### src/rtl/uart_program_loader.sv
`timescale 1ns/1ps
// -----------------------------------------------------------------------------
// uart_program_loader
//
// Receives 8N1 UART frames on RX while Load is high and writes each good byte
// into a program memory through a simple write port. Successive bytes go to
// successive addresses. The address wraps modulo Mem_depth. After Mem_depth
// writes, Full latches and further writes are suppressed. Reception continues
// while Full is set. A bad stop bit sets the sticky FE flag, and the byte is
// dropped.
//
// Parameters
//   Baudrate   clock cycles per UART bit (even, >= 4)
//   Mem_depth  program-memory size in bytes (power of two, <= 32)
//
// Ports
//   Clk      in   single clock, rising edge
//   Reset    in   asynchronous, active-high reset
//   RX       in   UART serial line (idle high, LSB first)
//   Load     in   level: 1 = loader enabled; a rising edge restarts at addr 0
//   Wr_en    out  one-cycle program-memory write strobe
//   Wr_addr  out  write address
//   Wr_data  out  last good received byte (valid with Wr_en)
//   FE       out  sticky frame-error flag
//   Full     out  Mem_depth bytes written since Load rose
//   Busy     out  frame reception in progress
// -----------------------------------------------------------------------------
module uart_program_loader #(
  parameter int Baudrate  = 24,
  parameter int Mem_depth = 32
) (
  input  logic       Clk,
  input  logic       Reset,
  input  logic       RX,
  input  logic       Load,
  output logic       Wr_en,
  output logic [4:0] Wr_addr,
  output logic [7:0] Wr_data,
  output logic       FE,
  output logic       Full,
  output logic       Busy
);

  localparam int            TW        = $clog2(Baudrate);
  localparam logic [TW-1:0] T_HALF    = TW'(Baudrate / 2 - 1);
  localparam logic [TW-1:0] T_FULL    = TW'(Baudrate - 1);
  localparam logic [4:0]    ADDR_LAST = 5'(Mem_depth - 1);

  localparam logic [1:0] S_IDLE  = 2'd0;
  localparam logic [1:0] S_START = 2'd1;
  localparam logic [1:0] S_DATA  = 2'd2;
  localparam logic [1:0] S_STOP  = 2'd3;

  // Synchronizer and edge-detect history
  logic rx_meta_q, rxs_q, rxs_prev_q;
  logic load_prev_q;

  // Receiver and write-port state
  logic [1:0]    state_q,   state_d;
  logic [TW-1:0] timer_q,   timer_d;
  logic [2:0]    bit_idx_q, bit_idx_d;
  logic [7:0]    shift_q,   shift_d;
  logic          wr_en_q,   wr_en_d;
  logic [4:0]    addr_q,    addr_d;
  logic [7:0]    data_q,    data_d;
  logic          fe_q,      fe_d;
  logic          full_q,    full_d;

  logic rx_fall;
  logic load_rise;
  logic stop_hit;

  // The synchronizer resets to the idle-line level. This avoids a false
  // start edge when reset is released.
  // NOTE: sequential state uses non-blocking (<=) so every flop samples
  // pre-edge values; blocking here would create order-dependent races.
  always_ff @(posedge Clk or posedge Reset) begin
    if (Reset) begin
      rx_meta_q   <= 1'b1;
      rxs_q       <= 1'b1;
      rxs_prev_q  <= 1'b1;
      load_prev_q <= 1'b0;
    end else begin
      rx_meta_q   <= RX;
      rxs_q       <= rx_meta_q;
      rxs_prev_q  <= rxs_q;
      load_prev_q <= Load;
    end
  end

  assign rx_fall   = rxs_prev_q & ~rxs_q;
  assign load_rise = Load & ~load_prev_q;
  // Stop-bit sample point. It is only honoured while the loader is enabled.
  assign stop_hit  = Load && (state_q == S_STOP) && (timer_q == T_FULL);

  // NOTE: every variable assigned here gets a default first, so no path can
  // leave it unassigned and infer a latch.
  always_comb begin
    state_d   = state_q;
    timer_d   = timer_q;
    bit_idx_d = bit_idx_q;
    shift_d   = shift_q;
    wr_en_d   = 1'b0;
    addr_d    = addr_q;
    data_d    = data_q;
    fe_d      = fe_q;
    full_d    = full_q;

    case (state_q)
      S_IDLE: begin
        if (Load && rx_fall) begin
          state_d = S_START;
          timer_d = '0;
        end
      end
      S_START: begin
        // At mid start bit, confirm the line is still low. Otherwise treat
        // the edge as a glitch.
        if (timer_q == T_HALF) begin
          timer_d   = '0;
          bit_idx_d = '0;
          state_d   = rxs_q ? S_IDLE : S_DATA;
        end else begin
          timer_d = timer_q + 1'b1;
        end
      end
      S_DATA: begin
        if (timer_q == T_FULL) begin
          timer_d = '0;
          // LSB arrives first, so shift right and insert at the MSB.
          shift_d = {rxs_q, shift_q[7:1]};
          if (bit_idx_q == 3'd7) begin
            state_d = S_STOP;
          end else begin
            bit_idx_d = bit_idx_q + 3'd1;
          end
        end else begin
          timer_d = timer_q + 1'b1;
        end
      end
      S_STOP: begin
        // Return straight to IDLE. The next falling edge can be caught on
        // the following cycle, which allows back-to-back frames.
        if (timer_q == T_FULL) begin
          timer_d = '0;
          state_d = S_IDLE;
        end else begin
          timer_d = timer_q + 1'b1;
        end
      end
      default: state_d = S_IDLE;
    endcase

    // Dropping Load abandons any frame in flight.
    if (!Load) begin
      state_d   = S_IDLE;
      timer_d   = '0;
      bit_idx_d = '0;
    end

    if (stop_hit) begin
      if (rxs_q) begin
        data_d  = shift_q;
        wr_en_d = ~full_q;
      end else begin
        fe_d = 1'b1;
      end
    end

    // The address advances the cycle after the strobe. The last slot sets
    // Full together with the wrap back to zero.
    if (wr_en_q && Load) begin
      addr_d = (addr_q + 5'd1) & ADDR_LAST;
      if (addr_q == ADDR_LAST) begin
        full_d = 1'b1;
      end
    end

    // A new load session starts from a clean slate.
    if (load_rise) begin
      addr_d = '0;
      fe_d   = 1'b0;
      full_d = 1'b0;
    end
  end

  always_ff @(posedge Clk or posedge Reset) begin
    if (Reset) begin
      state_q   <= S_IDLE;
      timer_q   <= '0;
      bit_idx_q <= '0;
      shift_q   <= '0;
      wr_en_q   <= 1'b0;
      addr_q    <= '0;
      data_q    <= 8'h00;
      fe_q      <= 1'b0;
      full_q    <= 1'b0;
    end else begin
      state_q   <= state_d;
      timer_q   <= timer_d;
      bit_idx_q <= bit_idx_d;
      shift_q   <= shift_d;
      wr_en_q   <= wr_en_d;
      addr_q    <= addr_d;
      data_q    <= data_d;
      fe_q      <= fe_d;
      full_q    <= full_d;
    end
  end

  assign Wr_en   = wr_en_q;
  assign Wr_addr = addr_q;
  assign Wr_data = data_q;
  assign FE      = fe_q;
  assign Full    = full_q;
  assign Busy    = (state_q != S_IDLE);

endmodule

### config.mk
export PLATFORM = sky130hd
export DESIGN_NAME = uart_program_loader
export DESIGN_NICKNAME = d
export VERILOG_FILES = /design/src/rtl/uart_program_loader.sv
export SDC_FILE = /design/constraint.sdc
export NUM_CORES = 1
export LEC_CHECK = 0
export CAP_MARGIN = 20
export CORE_MARGIN = 2
export CORE_UTILIZATION = 39
export DETAILED_ROUTE_END_ITERATION = 12
export PLACE_DENSITY = 0.65
export SYNTH_ARGS = -nofsm -noshare
export SYNTH_HDL_FRONTEND = slang
export SYNTH_SLANG_ARGS = --single-unit
### constraint.sdc
create_clock -name Clk -period 1.8 [get_ports Clk]
set_clock_uncertainty 0.2 [all_clocks]
set_input_delay 0.18 -clock Clk [delete_from_list [all_inputs] [get_ports Clk]]
set_output_delay 0.18 -clock Clk [all_outputs]
set_load 0.05 [all_outputs]
# Word level (Yosys, flattened, before mapping)
# Cells that the tools add are included.
word_totals:
  reg_bits: 38
  latch_bits: 0
  ramBits: 0
  rom_bits: 0
  input_bits: 4
  out_inout_bits: 17
  memories: 0
classes:
  addsub: 3
  multipliers: 0
  n_div: 0
  order_cmp: 0
  n_eq_ne: 15
  n_shift: 0
  n_mux: 28
  bitwise_logic: 5
  reduce_logical: 16
op_table:
  columns: ["operator", "count"]
  rows:
  - ["two-way mux 5 bit", 6]
  - ["inequality test 3 bit (second input constant)", 5]
  - ["one-hot mux 5 bit (3 select lines)", 1]
  - ["two-way mux 2 bit", 7]
  - ["two-way mux 3 bit", 4]
  - ["adder 5 x 1 -> 5 bit (second input constant)", 2]
  - ["equality test 5 bit (second input constant)", 2]
  - ["two-way mux 1 bit", 8]
  - ["one-hot mux 2 bit (4 select lines)", 1]
  - ["AND reduction 2 bit", 4]
  - ["nonzero test 2 bit", 4]
  - ["one-hot mux 3 bit (2 select lines)", 1]
  - ["equality test 5 x 4 -> 1 bit (second input constant)", 1]
  - ["AND reduction 5 bit", 1]
  - ["equality test 2 bit (second input constant)", 2]
  - ["logical AND 1 bit", 4]
  - ["AND reduction 4 bit", 1]
  - ["adder 3 x 1 -> 3 bit (second input constant)", 1]
  - ["equality test 3 bit (second input constant)", 1]
  - ["inequality test 3 x 1 -> 1 bit (second input constant)", 1]
  - ["inequality test 3 x 2 -> 1 bit (second input constant)", 1]
  - ["NOT 1 bit", 3]
  - ["bitwise AND 1 bit", 2]
  - ["equality test 2 x 1 -> 1 bit (second input constant)", 1]
  - ["3 further kinds", 3]

# Depth between registers and ports, before layout
logic_depth:
  ltp_word: 6
  ltp_mapped: 6
  mapped_depth_nobuf: 5

# Least setup slack after synthesis
# OpenSTA, ideal clock, no wires.
synth_path:
  path_kind: "register to register"
  start: "reg timer_q[0]"
  end: "reg shift_q[0]"
  setup_time_ns: 0.125
  arrival_ns: 1.584
  path_slack_ns: -0.109
  stages_incl_launch_ff: 7
  path_buffers: 1
  synth_period_minus_slack_ns: 1.909
  path_cell_list: "dfrtp_1 ha_1 and4b_4 and2_4 and2b_1 buf_6 mux2_2"
synth_via:
  elab_chain_len: 2
synth_rtl:
  columns: ["item", "line_no", "rtl"]
  rows:
  - ["start, declared", "60", "logic [TW-1:0] timer_q, timer_d;"]
  - ["start signal, assigned", "200", "timer_q <= timer_d;"]
  - ["equality test 5 bit", "128", "if (timer_q == T_FULL) begin"]
  - ["AND reduction 2 bit (no source line)", null, null]
  - ["end signal, assigned", "202", "shift_q <= shift_d;"]
  - ["end, declared", "62", "logic [7:0] shift_q, shift_d;"]
# No other way between the ends.
# A chain may end at the register's enable or synchronous reset.

# Final worst setup path
layout_path:
  start: "reg timer_q[1]"
  end: "reg shift_q[7]"
# The elaborated chain is that of the path after synthesis.

==> reports/qor.txt <==
List of cells traversed by the critical path: ha_4 > and4b_4 > and2_4 > and2b_1 > buf_12 > mux2_4
Area added between synthesis and finish: 33.1%
Power per unit of standard cell area: 834 mW/mm²
First-pass GRT wire length: 5780 µm
Detailed Place HPWL: 2410 µm
Vias in the first global route: 1223
Outcome: finished, violations left
Initial DRC count: 69
Pin count of the biggest net entering global routing: 39
Root Driver: sky130_fd_sc_hd__clkbuf_8
Cell Rows: 23
Sum Neg Setup Slack: -0.545 ns
Library cell with the highest instance count after synthesis: sky130_fd_sc_hd__dfrtp_1
Post-synthesis cell type count: 38
Worst endpoint required time: 1.78 ns
Number of CTS-inserted buffers: 5
Yosys synthesis warning count: 0
Number of antenna violations at the first check in global routing: 0
Final antenna diode count: 0
Number of maximum-capacitance violations: 0
Largest buffer count on any clock path: 2
Final slew viol count: 0
Gate count of the mapped netlist: 133
Global-route congestion overflow total: 0
CP arrival: 1.86 ns
Share of total power in the clock network: 48.1%
Routed via count: 1192
R2R setup slack: -0.08 ns
Htree depth: 2
Slowest library cell on the worst path: sky130_fd_sc_hd__dfrtp_1
Setup crit end kind: flop
Antenna-violating nets left: 0
Worst flop-to-flop path startpoint: timer_q[1]
HP Class: in2async
Static power due to leakage: 0.00111 µW
Aggregate global-route resource usage: 14.8%
Total Wirelength: 3310 µm
Filler Cell Count: 339
Initial core utilization: 41.4%
Proportion of synthesized flip-flops having asynchronous set or reset: 100%
Min Clock Period, post-route: 1.88 ns
Placer congestion estimate: 0.772
Count of port buffers added during placement: 20
Net switching fraction of the power: 20.1%
Final hold viol count: 0
Source-to-sink clock delay at the later pin of the worst-skew pair: 0.29 ns
Width of the die: 69.8 µm
Share of the clock period used by the worst path after layout: 104%
Achievable frequency: 533 MHz
Top cells by count, synth: sky130_fd_sc_hd__dfrtp_1 (35), sky130_fd_sc_hd__mux2_2 (17), sky130_fd_sc_hd__o21ai_0 (10)
Cell types occupying the most area after synthesis: sky130_fd_sc_hd__dfrtp_1 (52%), sky130_fd_sc_hd__mux2_2 (11%), sky130_fd_sc_hd__dfstp_2 (4.7%), sky130_fd_sc_hd__ha_1 (3.7%), sky130_fd_sc_hd__o21ai_0 (3.0%)
Setup Crit Path Kind: reg2reg
First drt pass iteration count: 4
Average wire per standard cell: 14.7 µm
Count of endpoints failing setup in the final report: 9
Slew of the pin with the lowest slew margin: 0.328 ns
Sw Pwr: 376 µW
Delay of the slowest cell on the worst path: 0.42 ns
Headroom to the max-slew limit: 77.9%
Internal power: 1500 µW
DRC: 0
Critical register-to-register path endpoint: shift_q[7]
Net count of the mapped netlist: 142
PnR worst setup slack: -0.0751 ns
Startpoint of the most critical setup path: timer_q[1]
Unrepaired setup endpoints after global routing: true
Worst ir drop on vdd: 0.405 mV
Number of cells on the worst reg-to-reg path: 6
Netlist area before placement: 0.00169 mm²
CTS clk-pin slew, worst paths: 0.08 ns
Part of the power in combinational logic: 5.6%
Clock sink count: 38
Post-synthesis sequential area ratio: 56.5%
Synth top area share: 51.8%
Avg Vias per Cell: 5.30
Power share of the sequential group: 46.4%
Failing checks: negative setup slack
Final layout net count: 183
TritonCTS clock tree: done
Fraction of layout cells with a size suffix above 1: 45.1%
Core area: 0.00409 mm²
Number of enable-type register cells in the synthesized netlist: 0
Die area: 0.00488 mm²
IO Pins: 21
Setup crit start kind: flop
Register bit count reported by yosys: 38
Largest fanout on the critical path: 8
Top flip-flop cell by instance count after synthesis: sky130_fd_sc_hd__dfrtp_1
Die height: 69.8 µm
Quantity of hold-fixing buffers added after cts: 0
Post-Syn Area per Cell: 12.7 µm²
Hold Slack: 0.0264 ns
Cell type with the highest aggregate area in the netlist: sky130_fd_sc_hd__dfrtp_1
-- critical path: cells and delay by family, from the launching register on --
family / cells / cell delay (ns)
simple gates: 3 / 0.55
flops: 1 / 0.42
mux: 1 / 0.30
fa+ha+maj: 1 / 0.16
buf+inv: 1 / 0.14
-- cells by family (layout without fill, tap and decap cells) --
kind of cell / Yosys count / count (layout) / share of synthesized area, %
and+or+nand+nor: 31 / 31 / 12.6
buffers and inverters: 10 / 52 / 2.89
muxes: 18 / 18 / 12.2
DFF: 38 / 38 / 56.5
adders and majority gates: 5 / 5 / 3.70
AOI/OAI and AO/OA: 29 / 29 / 11.1
xor gates and xnor gates: 2 / 2 / 1.04
-- area by class of cell --
class	count	area [µm²]	area share (%)
multi-input combinational	85	746	33.1
sequential	38	958	42.6
clock buffer	6	82.6	3.67
timing repair buffer	38	318	14.1
inverter	6	22.5	1.00
clock inverter	2	60.1	2.67
tap	50	62.6	2.78
-- power by group through the flow --
stage | clock network (µW) | registers [µW] | logic, µW
6_report | 901 | 869 | 105
5_1_grt | 960 | 870 | 116
4_1_cts | 919 | 869 | 99.7
3_5_place_dp | 0 | 886 | 99.6
3_3_place_gp | 0 | 885 | 96.0
2_1_floorplan | 0 | 887 | 54.2
-- layer usage --
layer	vias to the layer above	global-route usage, %	routed length, µm
li1	565	-	-
met1	596	19.3	1500
met2	23	23.2	1610
met3	8	4.22	142
met4	0	6.20	55
met5	-	0	0
-- layout by cell type, fill, tap and decap left out, types with 2 or more instances in the layout --
cell,instances
sky130_fd_sc_hd__buf_4,33
sky130_fd_sc_hd__dfrtp_1,32
sky130_fd_sc_hd__mux2_4,9
sky130_fd_sc_hd__o21ai_0,9
sky130_fd_sc_hd__mux2_2,9
sky130_fd_sc_hd__inv_1,6
sky130_fd_sc_hd__nor2_1,6
sky130_fd_sc_hd__clkbuf_8,6
sky130_fd_sc_hd__nand2_1,5
sky130_fd_sc_hd__a22o_1,4
sky130_fd_sc_hd__a21oi_1,4
sky130_fd_sc_hd__ha_1,4
sky130_fd_sc_hd__dfrtp_2,3
sky130_fd_sc_hd__a31oi_1,3
sky130_fd_sc_hd__clkdlybuf4s50_1,3
sky130_fd_sc_hd__dfstp_2,3
sky130_fd_sc_hd__and3_1,2
sky130_fd_sc_hd__nand2b_1,2
sky130_fd_sc_hd__or2_2,2
sky130_fd_sc_hd__nand3_1,2
sky130_fd_sc_hd__xnor2_1,2
sky130_fd_sc_hd__a211oi_1,2
sky130_fd_sc_hd__bufinv_16,2
sky130_fd_sc_hd__buf_12,2
-- sequential cells by signal, indices dropped and copies added (netlist names), 2 cells and up --
signal,cells
Wr_addr,5
Wr_data,8
bit_idx_q,3
shift_q,8
state_q,2
timer_q,5
-- stage by stage --
| stage | total power, µW | instance area [µm²] | instances | util (%) | setup WS (ns) |
|---|---|---|---|---|---|
| after floorplan | 941 | 1740 | 133 | - | -0.0531 |
| after global placement | 981 | 2070 | 215 | 50.8 | -0.00528 |
| after detailed placement | 986 | 2070 | 215 | 50.8 | -0.0487 |
| after CTS | 1890 | 2220 | 223 | 54.3 | -0.0678 |
| after global routing | 1950 | 2250 | 225 | 55.1 | -0.112 |
| final | 1880 | 2250 | 225 | 55.1 | -0.0751 |
-- worst max-delay path by stage --
stage / end / depth (start not counted)
global route: shift_q[7] / 6
finish: shift_q[7] / 6
floorplan: shift_q[0] / 6
detailed placement: shift_q[7] / 6
global placement: Wr_data[7] / 4
CTS: shift_q[7] / 6
-- what timing repair did --
item / 4_1_cts / 5_1_grt
endpoints found under the setup margin: 11 / 22
resized for setup: 0 / 5
pin swaps: 1 / 3
hold endpoints to repair: 0 / 0
setup buffers: 0 / 2
Power figures use the tool's default switching activity.
